===== config.mk =====
export PLATFORM = sky130hd
export DESIGN_NAME = seg_scan_ctrl_flat
export DESIGN_NICKNAME = d
export VERILOG_FILES = /design/src/rtl/seg_scan_ctrl_if.sv /design/src/rtl/seg_scan_ctrl.sv /design/src/flat_wrapper.sv
export SDC_FILE = /design/constraint.sdc
export NUM_CORES = 1
export LEC_CHECK = 0
export CORE_ASPECT_RATIO = 1.2
export CORE_UTILIZATION = 58
export CTS_BUF_LIST = sky130_fd_sc_hd__clkbuf_4
export CTS_CLUSTER_DIAMETER = 150
export DETAILED_ROUTE_END_ITERATION = 16
export PLACE_DENSITY = 0.83
export SLEW_MARGIN = 20
export SYNTH_ARGS = -nofsm -noshare
export SYNTH_HDL_FRONTEND = slang
export SYNTH_SLANG_ARGS = --single-unit

===== constraint.sdc =====
create_clock -name clk -period 4.2 [get_ports clk]
set_input_delay 0.42 -clock clk [delete_from_list [all_inputs] [get_ports clk]]
set_output_delay 0.42 -clock clk [all_outputs]
set_load 0.01 [all_outputs]

===== src/rtl/seg_scan_ctrl_if.sv =====
// Signal bundle for seg_scan_ctrl: display data and load strobe from the datapath,
// digit-select and segment drive toward the board pins.
interface seg_scan_ctrl_if #(
  parameter int DIGITS = 8
);
  localparam int SELW = (DIGITS > 1) ? $clog2(DIGITS) : 1;

  logic                  load;
  logic [4*DIGITS-1:0]   data;
  logic [DIGITS-1:0]     dp;
  logic [DIGITS-1:0]     blank;
  logic [SELW-1:0]       sel;
  logic [DIGITS-1:0]     ds;
  logic [7:0]            seg;
  logic                  frame;
  logic                  pending;

  modport master (
    output load, data, dp, blank,
    input  sel, ds, seg, frame, pending
  );

  modport slave (
    input  load, data, dp, blank,
    output sel, ds, seg, frame, pending
  );
endinterface


===== src/rtl/seg_scan_ctrl.sv =====
// Multiplexed seven-segment scanner with per-slot dead time and frame-aligned double buffering.
// Optional leading-zero blanking is enabled by defining SEG_SCAN_CTRL_LZB_EN.
module seg_scan_ctrl #(
  parameter int DIGITS = 8,
  parameter int DIV    = 4096,
  parameter int GUARD  = 16
) (
  input  logic           clk,
  input  logic           rst_n,
  seg_scan_ctrl_if.slave bus
);
  localparam int SELW = (DIGITS > 1) ? $clog2(DIGITS) : 1;
  localparam int CNTW = $clog2(DIV);

  if (DIGITS < 2 || DIGITS > 16) begin : g_bad_digits
    $error("seg_scan_ctrl: DIGITS must be in 2..16");
  end
  if (DIV < 2) begin : g_bad_div
    $error("seg_scan_ctrl: DIV must be at least 2");
  end
  if (GUARD < 0 || GUARD > DIV - 1) begin : g_bad_guard
    $error("seg_scan_ctrl: GUARD must be in 0..DIV-1");
  end

  typedef logic [DIGITS-1:0][3:0] nib_t;

  logic [CNTW-1:0]   cnt_reg, cnt_next;
  logic [SELW-1:0]   sel_reg, sel_next;
  logic [DIGITS-1:0] ds_reg, ds_next;
  logic [7:0]        seg_reg, seg_next;
  logic              frame_reg;
  logic              pending_reg, pending_next;
  logic              slot_end, wrap;

  nib_t              act_data_reg, act_data_next, pnd_data_reg;
  logic [DIGITS-1:0] act_dp_reg, act_dp_next, pnd_dp_reg;
  logic [DIGITS-1:0] act_blank_reg, act_blank_next, pnd_blank_reg;

  function automatic logic [6:0] glyph(input logic [3:0] nib);
    case (nib)
      4'h0:    glyph = 7'h3F;
      4'h1:    glyph = 7'h06;
      4'h2:    glyph = 7'h5B;
      4'h3:    glyph = 7'h4F;
      4'h4:    glyph = 7'h66;
      4'h5:    glyph = 7'h6D;
      4'h6:    glyph = 7'h7D;
      4'h7:    glyph = 7'h07;
      4'h8:    glyph = 7'h7F;
      4'h9:    glyph = 7'h6F;
      4'hA:    glyph = 7'h77;
      4'hB:    glyph = 7'h7C;
      4'hC:    glyph = 7'h39;
      4'hD:    glyph = 7'h5E;
      4'hE:    glyph = 7'h79;
      default: glyph = 7'h71;
    endcase
  endfunction

  always_comb begin : scan_next
    slot_end = (cnt_reg == CNTW'(DIV - 1));
    wrap     = slot_end && (sel_reg == SELW'(DIGITS - 1));
    cnt_next = slot_end ? '0 : cnt_reg + 1'b1;
    sel_next = sel_reg;
    if (slot_end) begin
      sel_next = wrap ? '0 : sel_reg + 1'b1;
    end

    // The swap happens on the wrap edge itself so digit 0 of the new frame already sees it.
    act_data_next  = act_data_reg;
    act_dp_next    = act_dp_reg;
    act_blank_next = act_blank_reg;
    if (wrap && pending_reg) begin
      act_data_next  = pnd_data_reg;
      act_dp_next    = pnd_dp_reg;
      act_blank_next = pnd_blank_reg;
    end

    pending_next = pending_reg;
    if (wrap) begin
      pending_next = 1'b0;
    end
    if (bus.load) begin
      pending_next = 1'b1;
    end
  end

`ifdef SEG_SCAN_CTRL_LZB_EN
  // hi_zero[i]: nibbles i..DIGITS-1 of the active buffer are all zero.
  logic [DIGITS:0] hi_zero;
  assign hi_zero[DIGITS] = 1'b1;
  for (genvar gi = 0; gi < DIGITS; gi++) begin : g_lzb
    assign hi_zero[gi] = (act_data_next[gi] == 4'h0) && hi_zero[gi+1];
  end
`endif

  always_comb begin : out_next
    ds_next = '0;
    if ((cnt_next >= CNTW'(GUARD)) && !act_blank_next[sel_next]) begin
      ds_next[sel_next] = 1'b1;
    end
    seg_next = {act_dp_next[sel_next], glyph(act_data_next[sel_next])};
`ifdef SEG_SCAN_CTRL_LZB_EN
    if ((sel_next != '0) && hi_zero[sel_next]) begin
      seg_next[6:0] = 7'h00;
    end
`endif
  end

  always_ff @(posedge clk or negedge rst_n) begin
    if (!rst_n) begin
      cnt_reg       <= '0;
      sel_reg       <= '0;
      ds_reg        <= '0;
      seg_reg       <= '0;
      frame_reg     <= 1'b0;
      pending_reg   <= 1'b0;
      act_data_reg  <= '0;
      act_dp_reg    <= '0;
      act_blank_reg <= '0;
      pnd_data_reg  <= '0;
      pnd_dp_reg    <= '0;
      pnd_blank_reg <= '0;
    end else begin
      cnt_reg       <= cnt_next;
      sel_reg       <= sel_next;
      ds_reg        <= ds_next;
      seg_reg       <= seg_next;
      frame_reg     <= wrap;
      pending_reg   <= pending_next;
      act_data_reg  <= act_data_next;
      act_dp_reg    <= act_dp_next;
      act_blank_reg <= act_blank_next;
      if (bus.load) begin
        pnd_data_reg  <= bus.data;
        pnd_dp_reg    <= bus.dp;
        pnd_blank_reg <= bus.blank;
      end
    end
  end

  assign bus.sel     = sel_reg;
  assign bus.ds      = ds_reg;
  assign bus.seg     = seg_reg;
  assign bus.frame   = frame_reg;
  assign bus.pending = pending_reg;
endmodule

===== src/flat_wrapper.sv =====
// flat-port wrapper written by rule: the top's interface ports become plain ports
module seg_scan_ctrl_flat 
#(
  parameter int DIGITS = 8,
  parameter int DIV    = 4096,
  parameter int GUARD  = 16
)
  (clk, rst_n, bus_load, bus_data, bus_dp, bus_blank, bus_sel, bus_ds, bus_seg, bus_frame, bus_pending);
  seg_scan_ctrl_if #(.DIGITS(DIGITS)) bus_i ();
  input  logic clk;
  input  logic rst_n;
  input wire logic [$bits(bus_i.load)-1:0] bus_load;
  input wire logic [$bits(bus_i.data)-1:0] bus_data;
  input wire logic [$bits(bus_i.dp)-1:0] bus_dp;
  input wire logic [$bits(bus_i.blank)-1:0] bus_blank;
  output wire logic [$bits(bus_i.sel)-1:0] bus_sel;
  output wire logic [$bits(bus_i.ds)-1:0] bus_ds;
  output wire logic [$bits(bus_i.seg)-1:0] bus_seg;
  output wire logic [$bits(bus_i.frame)-1:0] bus_frame;
  output wire logic [$bits(bus_i.pending)-1:0] bus_pending;
  assign bus_i.load = bus_load;
  assign bus_i.data = bus_data;
  assign bus_i.dp = bus_dp;
  assign bus_i.blank = bus_blank;
  assign bus_sel = bus_i.sel;
  assign bus_ds = bus_i.ds;
  assign bus_seg = bus_i.seg;
  assign bus_frame = bus_i.frame;
  assign bus_pending = bus_i.pending;
  seg_scan_ctrl #(.DIGITS(DIGITS), .DIV(DIV), .GUARD(GUARD)) u_core (.clk(clk), .rst_n(rst_n), .bus(bus_i));
endmodule

==> results of run 1 <==
[metrics by stage]
step                hold slack [ps]  setup slack, ps  area [µm²]
floorplan                     124.4            705.3        5872
global placement              456.5            536.9        6658
detailed placement            461.6            376.9        6658
CTS                           427.3            319.8        7010
global route                  432.5            62.48        7013
finish                        422.4            283.3        7013
[per-layer routing]
| layer | track usage (%) | vias up | part of all wire (%) |
|---|---|---|---|
| met5 | 0 | - | 0 |
| met3 | 5.827 | 27 | 5.0 |
| met4 | 10.77 | 0 | 2.4 |
| met1 | 33.96 | 2019 | 43 |
| li1 | - | 1917 | - |
| met2 | 40.78 | 127 | 49 |
[synthesized netlist by cell type (all sizes together) (4+ instances only)]
cell type    n
a22oi        4
and4         5
buf         17
clkbuf      11
dfrtp      129
ha          11
inv         18
mux2        65
mux2i       13
nand2       77
nand3        6
nand4        8
nor2        23
nor3         6
o21ai       19
o221ai       7
o22ai        4
o41ai        6
xnor2        5
xor2         4
[worst max-delay path: stages, from the launching register on]
cell and delay, ps:
dfrtp_1 410, ha_1 260, nand4_2 350, o31a_1 510, nor2_2 370, inv_2 210
mux2_2 320, a222oi_1 360, nand2_1 230, inv_1 180, ha_1 270, mux2i_1 190
a22oi_1 120
[final timing paths]
kind	startpoint	endpoint	cells after the start
setup reg to reg	u_core.cnt_reg[0]	u_core.bus.seg[1]	12
hold reg to reg	u_core.act_blank_reg[2]	u_core.act_blank_reg[2]	2
setup / recovery	u_core.cnt_reg[0]	u_core.bus.seg[1]	12
max in group asynchronous	rst_n	u_core.act_data_reg[18]	3
min in group asynchronous	rst_n	u_core.bus.pending	2
hold / removal	bus_load	u_core.pnd_data_reg[15]	3
[power groups by stage]
stage | Sequential, mW | Combinational (mW) | Clock (mW)
floorplan | 1.33 | 0.0576 | 0
global placement | 1.34 | 0.134 | 0
detailed placement | 1.34 | 0.139 | 0
CTS | 1.31 | 0.141 | 1.00
global route | 1.32 | 0.153 | 1.06
finish | 1.31 | 0.137 | 0.988
[logic make-up (layout without fill, tap and decap cells)]
group	count (synthesis)	count (layout)	synth area share (%)
buffers and inverters	46	131	3.878
AO/OA/AOI/OAI	77	77	10.25
AND/OR/NAND/NOR	145	145	12.25
XOR/XNOR	9	9	1.342
adder cells (fa/ha/maj)	11	11	2.344
flip-flops	129	129	54.98
multiplexers	78	78	14.96
[final cells by class]
class | instances | share of cell area, %
repair buffers | 81 | 11.35
multi-input cells | 320 | 34.58
inverters | 18 | 0.9634
well taps | 123 | 2.194
clock buffers | 17 | 1.820
flip-flops and latches | 129 | 46.03
clock inverters | 15 | 3.069
[what timing repair did]
action | 4_1_cts | 5_1_grt
resized for setup | 0 | 0
hold buffers | 1 | 0
hold endpoints to repair | 60 | 0
==> implementation parameters, run 1 <==
Parameter                              Value

Outcome
  Status    finished, final reports clean

Cells and area
  Total area of multi-input combinational cells    2425 µm²
  Inserted Diodes    0
  Final design utilization    72.58%
  Highest-count cells in the layout ignoring fill and taps    129 x dfrtp_1, 77 x nand2_1, 69 x clkdlybuf4s50_1
  Area Growth Syn to Fin    19.43%
  Share of final-layout standard cells stronger than drive strength 1    21.90%
  Most frequent standard cell in the layout excluding fill and tap cells    dfrtp_1
  # fillers    693
  Final Non-Filler Cells    approximately 700
  Final Net Count    629
  Storage cell area    3228 µm²

Routing
  Final antenna-violating net count    0
  Starting DRT DRC Count    approximately 280
  TritonRoute pass-1 iters    4
  Wirelength per Cell    about 18 µm
  Remaining DRCs    0
  DR vias/cell    approximately 5.8
  Detailed-route via count    4090
  DRT Wirelength    12.43 mm

STA
  Final Skew    13.84 ps
  Number of endpoints with negative hold slack in the final report    0
  RSZ-0062 raised after global routing    no
  Tightest slew margin relative to the limit    49.36%
  Least-Margin Pin Slew    around 750 ps
  Count of final max-slew check failures    0
  Final setup violation count    0
  Period utilization    slightly above 90%
  Achievable Freq    255.3 MHz
  Sum of negative setup slack    0 ps
  Min cycle time layout    ~3900 ps

Yosys
  Sequential element share of the synthesized area    54.98%
  Distinct cell type count after synthesis    71
  Post-Synthesis Mean Instance Area    between 10 and 15 µm²
  Post-synth top flop    dfrtp_1
  Warnings, synthesis    0
  Syn Nets    557
  Number of enable flip-flop cells after synthesis    0
  Share of Yosys cell area claimed by the top area cell type    54.98%
  Summed instance area of the synthesized netlist    about 5900 µm²
  Fraction of registers with async set/reset    between 90% and 100%
  Cell count after synthesis    495
  Largest area contributor in the netlist    dfrtp_1
  Top area cells in the synthesized netlist    dfrtp_1 55%, mux2_2 12%, nand2_1 4.9%
  Yosys reg bits    129

Die
  Die Ht    112.2 µm
  Total number of placement rows    39
  Initial core utilization    60.77%
  I/O pin cnt    72
  Die W    93.85 µm
  Core footprint    9662 µm²
  Area enclosed by the die boundary    10530 µm²

Pwr
  Clock network power share    40.5%
  VDD IR-drop max    261.4 µV
  Pwr/cell area    347.7 nW/µm²
  Internal power    1.898 mW
  Sw Ratio    22.15%
  Leakage    3.263 nW
  Share of total power in sequential cells    53.9%
  Sw power    0.5401 mW
  Logic gate share of total power    5.6%
  Overall Power    about 2.4 mW

Placed design
  Port Buffer Count    71
  Half-perimeter wire length of the detailed placement result    between 8 and 9 mm
  RD Place Congestion    0.8744
  Total instance count after detailed placement    670

Critical path
  Setup crit end kind    register
  Crit path DAT    about 4300 ps
  FF-to-FF setup slack    280 ps
  Startpoint type of the worst setup path    register
  Critical path type    reg -> reg
  Crit path max fanout    13
  Req. time, crit path    4580 ps

Global routing
  Largest net degree at the start of global routing    70
  Initial antenna violation count    0
  Total GRT Usage    25.67%
  Global-route wire length before repair    20.33 mm
  Vias in the first global route    4106
  GRT Residual Overflow    0

Min path
  Worst Hold Class    in -> reg

CTS
  Number of buffers on the longest clock path    2
  Deepest level of the CTS H-tree    4
  Post-CTS setup buffers    0
  Master cell of the clock root buffer    clkbuf_4
  Sinks on the clock net    between 100 and 150
  Latest clock arrival within the worst-skew pair    approximately 530 ps
  Clock slew seen by the registers of the worst setup and hold paths    110 ps
  TritonCTS clock tree    yes
  Number of clock buffers inserted by TritonCTS    17

Job
  Number of maximum-capacitance constraint violations    0
Note: power is estimated with default switching activity, not from simulation.
==> run 2: changes to the inputs <==
--- a/config.mk
+++ b/config.mk
@@ -6,6 +6,7 @@
 export NUM_CORES = 1
 export LEC_CHECK = 0
 export CORE_ASPECT_RATIO = 1.2
+export CORE_MARGIN = 5
 export CORE_UTILIZATION = 58
 export CTS_BUF_LIST = sky130_fd_sc_hd__clkbuf_4
 export CTS_CLUSTER_DIAMETER = 150
==> constraint.sdc (replaced) <==
create_clock -name clk -period 4.9 [get_ports clk]
set_input_delay 0.49 -clock clk [delete_from_list [all_inputs] [get_ports clk]]
set_output_delay 0.49 -clock clk [all_outputs]
set_load 0.01 [all_outputs]
==> run 2 against run 1 <==
Sequential share of layout area grew 0.53 points. Cell count shrank 0.43%. Non-clock buffer count shrank 6.
==> implementation parameters, run 2 (synthesis results as in run 1) <==
Parameter                              Value

Die
  Initial core utilization    58.96% (was 60.77%)
  Die W    101.9 µm (was 93.85 µm)
  Area enclosed by the die boundary    12240 µm² (was 10530 µm²)
  Die Ht    120.2 µm (was 112.2 µm)
  I/O pin cnt    72 (unchanged)
  Total number of placement rows    40 (was 39)
  Core footprint    9960 µm² (was 9662 µm²)

Critical path
  Crit path DAT    4340 ps (was 4300 ps)
  FF-to-FF setup slack    950 ps (was 280 ps)
  Start point of the critical path    u_core.bus.sel[1] (was u_core.cnt_reg[0])
  Cells along the critical path    ha_1 > ha_1 > nand2_1 > or4_4 > mux2_2 > mux2_2 > a222oi_1 > nand2_1 > inv_1 > ha_1 > mux2i_1 > a22oi_1 (was ha_1 > nand4_2 > o31a_1 > nor2_2 > inv_2 > mux2_2 > a222oi_1 > nand2_1 > inv_1 > ha_1 > mux2i_1 > a22oi_1)
  Req. time, crit path    5290 ps (was 4580 ps)
  FF-to-FF path depth    12 (unchanged)
  Startpoint type of the worst setup path    register (unchanged)
  Most common cell type on the critical path    ha_1 (unchanged)
  Critical path type    reg -> reg (unchanged)
  Critical-path cell with the highest stage delay    or4_4 (was o31a_1)
  Worst reg2reg startpoint    u_core.bus.sel[1] (was u_core.cnt_reg[0])
  Reg-to-Reg End    u_core.bus.seg[1] (unchanged)
  Crit path max fanout    44 (was 13)
  Largest incremental delay on the critical path    730 ps (was 510 ps)
  Setup crit end kind    register (unchanged)

Routing
  TritonRoute pass-1 iters    4 (unchanged)
  DR vias/cell    5.799 (was 5.818)
  Wirelength per Cell    17.97 µm (was 17.68 µm)
  Starting DRT DRC Count    241 (was 281)
  Final antenna-violating net count    0 (unchanged)
  Remaining DRCs    0 (unchanged)
  Detailed-route via count    4059 (was 4090)
  DRT Wirelength    12.58 mm (was 12.43 mm)

Pwr
  Sw Ratio    22.83% (was 22.15%)
  VDD IR-drop max    171.1 µV (was 261.4 µV)
  Logic gate share of total power    5.6% (about the same)
  Share of total power in sequential cells    55.3% (was 53.9%)
  Leakage    3.208 nW (was 3.263 nW)
  Pwr/cell area    293.9 nW/µm² (was 347.7 nW/µm²)
  Internal power    1.572 mW (was 1.898 mW)
  Sw power    0.4651 mW (was 0.5401 mW)
  Clock network power share    39.1% (was 40.5%)

Cells and area
  Inserted Diodes    0 (unchanged)
  Summed area of non-filler cells in the final layout    6933 µm² (was 7013 µm²)
  Area Growth Syn to Fin    18.07% (was 19.43%)
  Final Net Count    623 (was 629)
  Highest-count cells in the layout ignoring fill and taps    129 x dfrtp_1, 77 x nand2_1, 69 x clkdlybuf4s50_1 (unchanged)
  Share of final-layout standard cells stronger than drive strength 1    20.73% (was 21.90%)
  Most frequent standard cell in the layout excluding fill and tap cells    dfrtp_1 (unchanged)

Global routing
  Total GRT Usage    21.98% (was 25.67%)
  Initial antenna violation count    0 (unchanged)
  Largest net degree at the start of global routing    78 (was 70)
  GRT Residual Overflow    0 (unchanged)
  Global-route wire length before repair    20.74 mm (was 20.33 mm)
  Vias in the first global route    4281 (was 4106)

CTS
  Number of buffers on the longest clock path    2 (unchanged)
  Resized Gates After CTS    0 (unchanged)
  Post-CTS setup buffers    0 (unchanged)
  Number of buffers inserted for hold repair after clock tree synthesis    0 (was 1)
  Clock slew seen by the registers of the worst setup and hold paths    110 ps (about the same)
  Master cell of the clock root buffer    clkbuf_4 (unchanged)
  Number of clock buffers inserted by TritonCTS    17 (unchanged)
  TritonCTS clock tree    yes (unchanged)
  Sinks on the clock net    129 (unchanged)
  Deepest level of the CTS H-tree    4 (unchanged)
  Latest clock arrival within the worst-skew pair    530 ps (about the same)

Job
  Number of maximum-capacitance constraint violations    0 (unchanged)

STA
  Min cycle time layout    3949 ps (was 3917 ps)
  Final Skew    13.31 ps (was 13.84 ps)
  Number of endpoints with negative hold slack in the final report    0 (unchanged)
  Sum of negative setup slack    0 ps (unchanged)
  Worst Setup Slack, final    951.0 ps (was 283.3 ps)
  RSZ-0062 raised after global routing    no (unchanged)
  Least-Margin Pin Slew    930.6 ps (was 753.9 ps)
  Count of final max-slew check failures    0 (unchanged)
  Period utilization    80.59% (was 93.25%)
  Achievable Freq    253.2 MHz (was 255.3 MHz)
  Final setup violation count    0 (unchanged)
  Tightest slew margin relative to the limit    37.96% (was 49.36%)

Placed design
  Half-perimeter wire length of the detailed placement result    8.916 mm (was 8.861 mm)
  Placement-stage worst setup slack    955.6 ps (was 376.9 ps)
  DP Area    6611 µm² (was 6658 µm²)
  Port Buffer Count    71 (unchanged)
  RD Place Congestion    0.8711 (was 0.8744)

Min path
  Worst Hold Class    in -> async (was in -> reg)

Outcome
  Status    finished, final reports clean (unchanged)
[run 2: cell types whose count changed in the layout (fill, tap and decap cells not counted), sizes merged]
cell	before	now
buf	11	6
bufinv	5	4
clkinv	9	8
clkinvlp	0	2
dlygate4sd3	1	0
[run 2: critical path: cells and delay by family (launching register included)]
kind	cells	cell delay (ps)
flip-flops	1	460
AND/OR/NAND/NOR	3	1190
multiplexers	3	810
adder cells (fa/ha/maj)	3	730
buffers and inverters	1	180
AO/OA/AOI/OAI	2	430
[run 2: final cells by class]
| type | count | area [µm²] |
|---|---|---|
| Sequential cell | 129 | 3228 |
| Inverter | 18 | 67.56 |
| Clock inverter | 15 | 191.4 |
| Fill cell | 718 | 3027 |
| Tap cell | 126 | 157.7 |
| Multi-Input combinational cell | 320 | 2425 |
| Timing Repair Buffer | 75 | 735.7 |
| Clock buffer | 17 | 127.6 |
[run 2: power by group through the flow]
stage	Sequential [mW]	Combinational (mW)	Clock [mW]
floorplan	1.14	0.0493	0
global placement	1.15	0.113	0
detailed placement	1.15	0.117	0
CTS	1.13	0.117	0.810
global route	1.13	0.127	0.866
finish	1.13	0.114	0.797
[run 2: how the worst max path moves through the flow]
| stage | end | slack, ps | depth (start not counted) |
|---|---|---|---|
| 2_1_floorplan | u_core.bus.seg[3] | 1410 | 14 |
| 3_3_place_gp | u_core.bus.seg[3] | 1110 | 11 |
| 3_5_place_dp | u_core.bus.seg[3] | 960 | 11 |
| 4_1_cts | u_core.bus.seg[3] | 940 | 12 |
| 5_1_grt | u_core.bus.seg[1] | 670 | 12 |
| 6_report | u_core.bus.seg[1] | 950 | 12 |
[run 2: through the flow]
| stage | power [mW] | instances | hold WS [ps] | util [%] |
|---|---|---|---|---|
| floorplan | 1.186 | 495 | 194.4 | - |
| global placement | 1.259 | 668 | 456.6 | 66.38 |
| detailed placement | 1.265 | 668 | 464.0 | 66.38 |
| CTS | 2.055 | 700 | 101.2 | 69.59 |
| global route | 2.125 | 700 | 141.7 | 69.61 |
| finish | 2.037 | 700 | 98.09 | 69.61 |
[run 2: per-layer routing]
metal / vias to the layer above / GRT usage [%] / share of wire, %
li1: 1908 / - / -
met1: 2011 / 27.78 / 41
met2: 118 / 35.80 / 51
met5: - / 0 / 0
met3: 22 / 5.828 / 5.4
met4: 0 / 8.942 / 2.4
==> run 3: changes to the inputs <==
--- a/config.mk
+++ b/config.mk
@@ -7,11 +7,11 @@
 export LEC_CHECK = 0
 export CORE_ASPECT_RATIO = 1.2
 export CORE_MARGIN = 5
-export CORE_UTILIZATION = 58
+export CORE_UTILIZATION = 52
 export CTS_BUF_LIST = sky130_fd_sc_hd__clkbuf_4
 export CTS_CLUSTER_DIAMETER = 150
 export DETAILED_ROUTE_END_ITERATION = 16
-export PLACE_DENSITY = 0.83
+export PLACE_DENSITY = 0.78
 export SLEW_MARGIN = 20
 export SYNTH_ARGS = -nofsm -noshare
 export SYNTH_HDL_FRONTEND = slang
==> constraint.sdc (replaced) <==
create_clock -name clk -period 3.33 [get_ports clk]
set_input_delay 0.333 -clock clk [delete_from_list [all_inputs] [get_ports clk]]
set_output_delay 0.333 -clock clk [all_outputs]
set_load 0.01 [all_outputs]
==> run 3 against run 2 <==
Clock skew shrank 1.6 ps. Largest cell class unchanged. Highest routed layer unchanged. Cell count increased by 5.9%. Clock power up 41%. First-iteration DRC count up 1.7%. Critical path depth shrank 1.
==> implementation parameters, run 3 (synthesis results as in run 1) <==
Parameter                              Value

Die
  Total number of placement rows    42 (was 40)
  Initial core utilization    53.21% (was 58.96%)
  Core footprint    11040 µm² (was 9960 µm²)
  Area enclosed by the die boundary    13530 µm² (was 12240 µm²)
  Die Ht    126.4 µm (was 120.2 µm)
  I/O pin cnt    72 (unchanged)
  Die W    107.0 µm (was 101.9 µm)

Pwr
  Clock network power share    38.0% (was 39.1%)
  Internal power    2.253 mW (was 1.572 mW)
  Logic gate share of total power    5.8% (was 5.6%)
  Sw Ratio    23.65% (was 22.83%)
  Leakage    3.360 nW (was 3.208 nW)
  Pwr/cell area    406.5 nW/µm² (was 293.9 nW/µm²)
  Share of total power in sequential cells    56.1% (was 55.3%)
  VDD IR-drop max    307.3 µV (was 171.1 µV)
  Sw power    0.6977 mW (was 0.4651 mW)

Routing
  DRT Wirelength    13.82 mm (was 12.58 mm)
  Wirelength per Cell    18.65 µm (was 17.97 µm)
  Final antenna-violating net count    0 (unchanged)
  Detailed-route via count    4318 (was 4059)
  Remaining DRCs    0 (unchanged)
  Starting DRT DRC Count    245 (was 241)
  TritonRoute pass-1 iters    5 (was 4)
  DR vias/cell    5.827 (was 5.799)

Global routing
  Total GRT Usage    22.33% (was 21.98%)
  Largest net degree at the start of global routing    90 (was 78)
  GRT Residual Overflow    0 (unchanged)
  Global-route wire length before repair    23.74 mm (was 20.74 mm)
  Initial antenna violation count    1 (was 0)
  Vias in the first global route    4715 (was 4281)

STA
  Sum of negative setup slack    0 ps (unchanged)
  RSZ-0062 raised after global routing    no (unchanged)
  Final Skew    11.72 ps (was 13.31 ps)
  Least-Margin Pin Slew    641.3 ps (was 930.6 ps)
  Count of final max-slew check failures    0 (unchanged)
  Achievable Freq    311.7 MHz (was 253.2 MHz)
  Final setup violation count    0 (unchanged)
  Period utilization    96.33% (was 80.59%)
  Number of endpoints with negative hold slack in the final report    0 (unchanged)
  WHS    329.4 ps (was 98.09 ps)
  Worst Setup Slack, final    122.0 ps (was 951.0 ps)
  Tightest slew margin relative to the limit    57.25% (was 37.96%)
  Min cycle time layout    3208 ps (was 3949 ps)

CTS
  Sinks on the clock net    129 (unchanged)
  TritonCTS clock tree    yes (unchanged)
  Number of clock buffers inserted by TritonCTS    17 (unchanged)
  Master cell of the clock root buffer    clkbuf_4 (unchanged)
  Clock slew seen by the registers of the worst setup and hold paths    110 ps (about the same)
  Number of buffers on the longest clock path    2 (unchanged)
  Deepest level of the CTS H-tree    4 (unchanged)
  Latest clock arrival within the worst-skew pair    520 ps (was 530 ps)

Cells and area
  Share of final-layout standard cells stronger than drive strength 1    27.30% (was 20.73%)
  Final design utilization    65.77% (was 69.61%)
  Final Net Count    657 (was 623)
  Most frequent standard cell in the layout excluding fill and tap cells    dfrtp_1 (unchanged)
  Highest-count cells in the layout ignoring fill and taps    127 x dfrtp_1, 76 x nand2_1, 69 x clkdlybuf4s50_1 (was 129 x dfrtp_1, 77 x nand2_1, 69 x clkdlybuf4s50_1)
  # fillers    824 (was 718)
  Area Growth Syn to Fin    23.61% (was 18.07%)
  Final Non-Filler Cells    741 (was 700)

Placed design
  Total instance count after detailed placement    703 (was 668)
  Half-perimeter wire length of the detailed placement result    10.02 mm (was 8.916 mm)
  Port Buffer Count    71 (unchanged)
  Placement-stage worst setup slack    62.20 ps (was 955.6 ps)
  RD Place Congestion    0.8773 (was 0.8711)

Critical path
  Critical-path cell with the highest stage delay    or4_4 (unchanged)
  Start point of the critical path    u_core.cnt_reg[0] (was u_core.bus.sel[1])
  Critical path type    reg -> reg (unchanged)
  FF-to-FF setup slack    120 ps (was 950 ps)
  Most common cell type on the critical path    mux2_2 (was ha_1)
  Req. time, crit path    3740 ps (was 5290 ps)
  Cells along the critical path    ha_4 > nand4_2 > or4_4 > mux2_2 > mux2_2 > a222oi_1 > nand2_1 > inv_2 > ha_2 > mux2i_1 > mux2_2 (was ha_1 > ha_1 > nand2_1 > or4_4 > mux2_2 > mux2_2 > a222oi_1 > nand2_1 > inv_1 > ha_1 > mux2i_1 > a22oi_1)
  Startpoint type of the worst setup path    register (unchanged)
  Largest incremental delay on the critical path    580 ps (was 730 ps)
  FF-to-FF path depth    11 (was 12)
  Crit path DAT    3620 ps (was 4340 ps)
  Worst reg2reg startpoint    u_core.cnt_reg[0] (was u_core.bus.sel[1])
  Crit path max fanout    5 (was 44)
  Timing endpoint of the critical path    u_core.bus.seg[3] (was u_core.bus.seg[1])
  Setup crit end kind    register (unchanged)
  Reg-to-Reg End    u_core.bus.seg[3] (was u_core.bus.seg[1])

Job
  Number of maximum-capacitance constraint violations    0 (unchanged)

Outcome
  Status    finished, final reports clean (unchanged)

Min path
  Worst Hold Class    in -> async (unchanged)
==> run 3: worst min-delay path by stage <==
stage | startpoint | end
2_1_floorplan | rst_n | u_core.act_blank_reg[0]
3_3_place_gp | rst_n | u_core.bus.pending
3_5_place_dp | rst_n | u_core.bus.frame
4_1_cts | rst_n | u_core.bus.frame
5_1_grt | rst_n | u_core.bus.ds[4]
6_report | rst_n | u_core.bus.frame
==> run 3: metal layers <==
layer | wire, µm | share of wire (%) | vias to the layer above | global-route usage (%)
met5 | 0 | 0 | - | 0
met1 | 5828 | 42 | 2180 | 28.67
li1 | - | - | 1979 | -
met4 | 297 | 2.1 | 0 | 8.503
met3 | 622 | 4.5 | 25 | 5.132
met2 | 7074 | 51 | 134 | 36.92
==> run 3: worst max-delay path: cells and delay by family, from the launching register on <==
family	cells	cell delay (ps)
simple gates	3	890
flops	1	440
buf+inv	1	140
fa+ha+maj	2	400
compound gates	1	300
mux	4	930
==> run 3: power groups by stage <==
| stage | clock network (mW) | logic, mW | registers [mW] |
|---|---|---|---|
| after CTS | 1.15 | 0.178 | 1.66 |
| final | 1.12 | 0.172 | 1.66 |
| after global routing | 1.23 | 0.193 | 1.66 |
| after floorplan | 0 | 0.0726 | 1.67 |
| after detailed placement | 0 | 0.177 | 1.69 |
| after global placement | 0 | 0.170 | 1.69 |
==> run 3: repair_timing <==
action                                  in CTS  in global routing
endpoints found under the setup margin       0                  8
hold buffers                                 1                  0
hold endpoints to repair                    40                  0
setup buffers                                0                  4
gates resized for setup                      0                  8
==> run 3: metrics by stage <==
step                total power [mW]  area, µm²
floorplan                      1.745       5891
global placement               1.856       6880
detailed placement             1.865       6880
CTS                            2.983       7191
global route                   3.091       7258
finish                         2.951       7258
==> run 3: cell type report <==
class / instances / area, µm² / area share (%)
flip-flops and latches: 129 / 3231 / 44.51
multi-input cells: 320 / 2470 / 34.03
repair buffers: 109 / 1022 / 14.08
clock inverters: 14 / 165.2 / 2.275
well taps: 132 / 165.2 / 2.275
clock buffers: 18 / 135.1 / 1.862
inverters: 18 / 67.56 / 0.9309
diodes: 1 / 2.502 / 0.03448
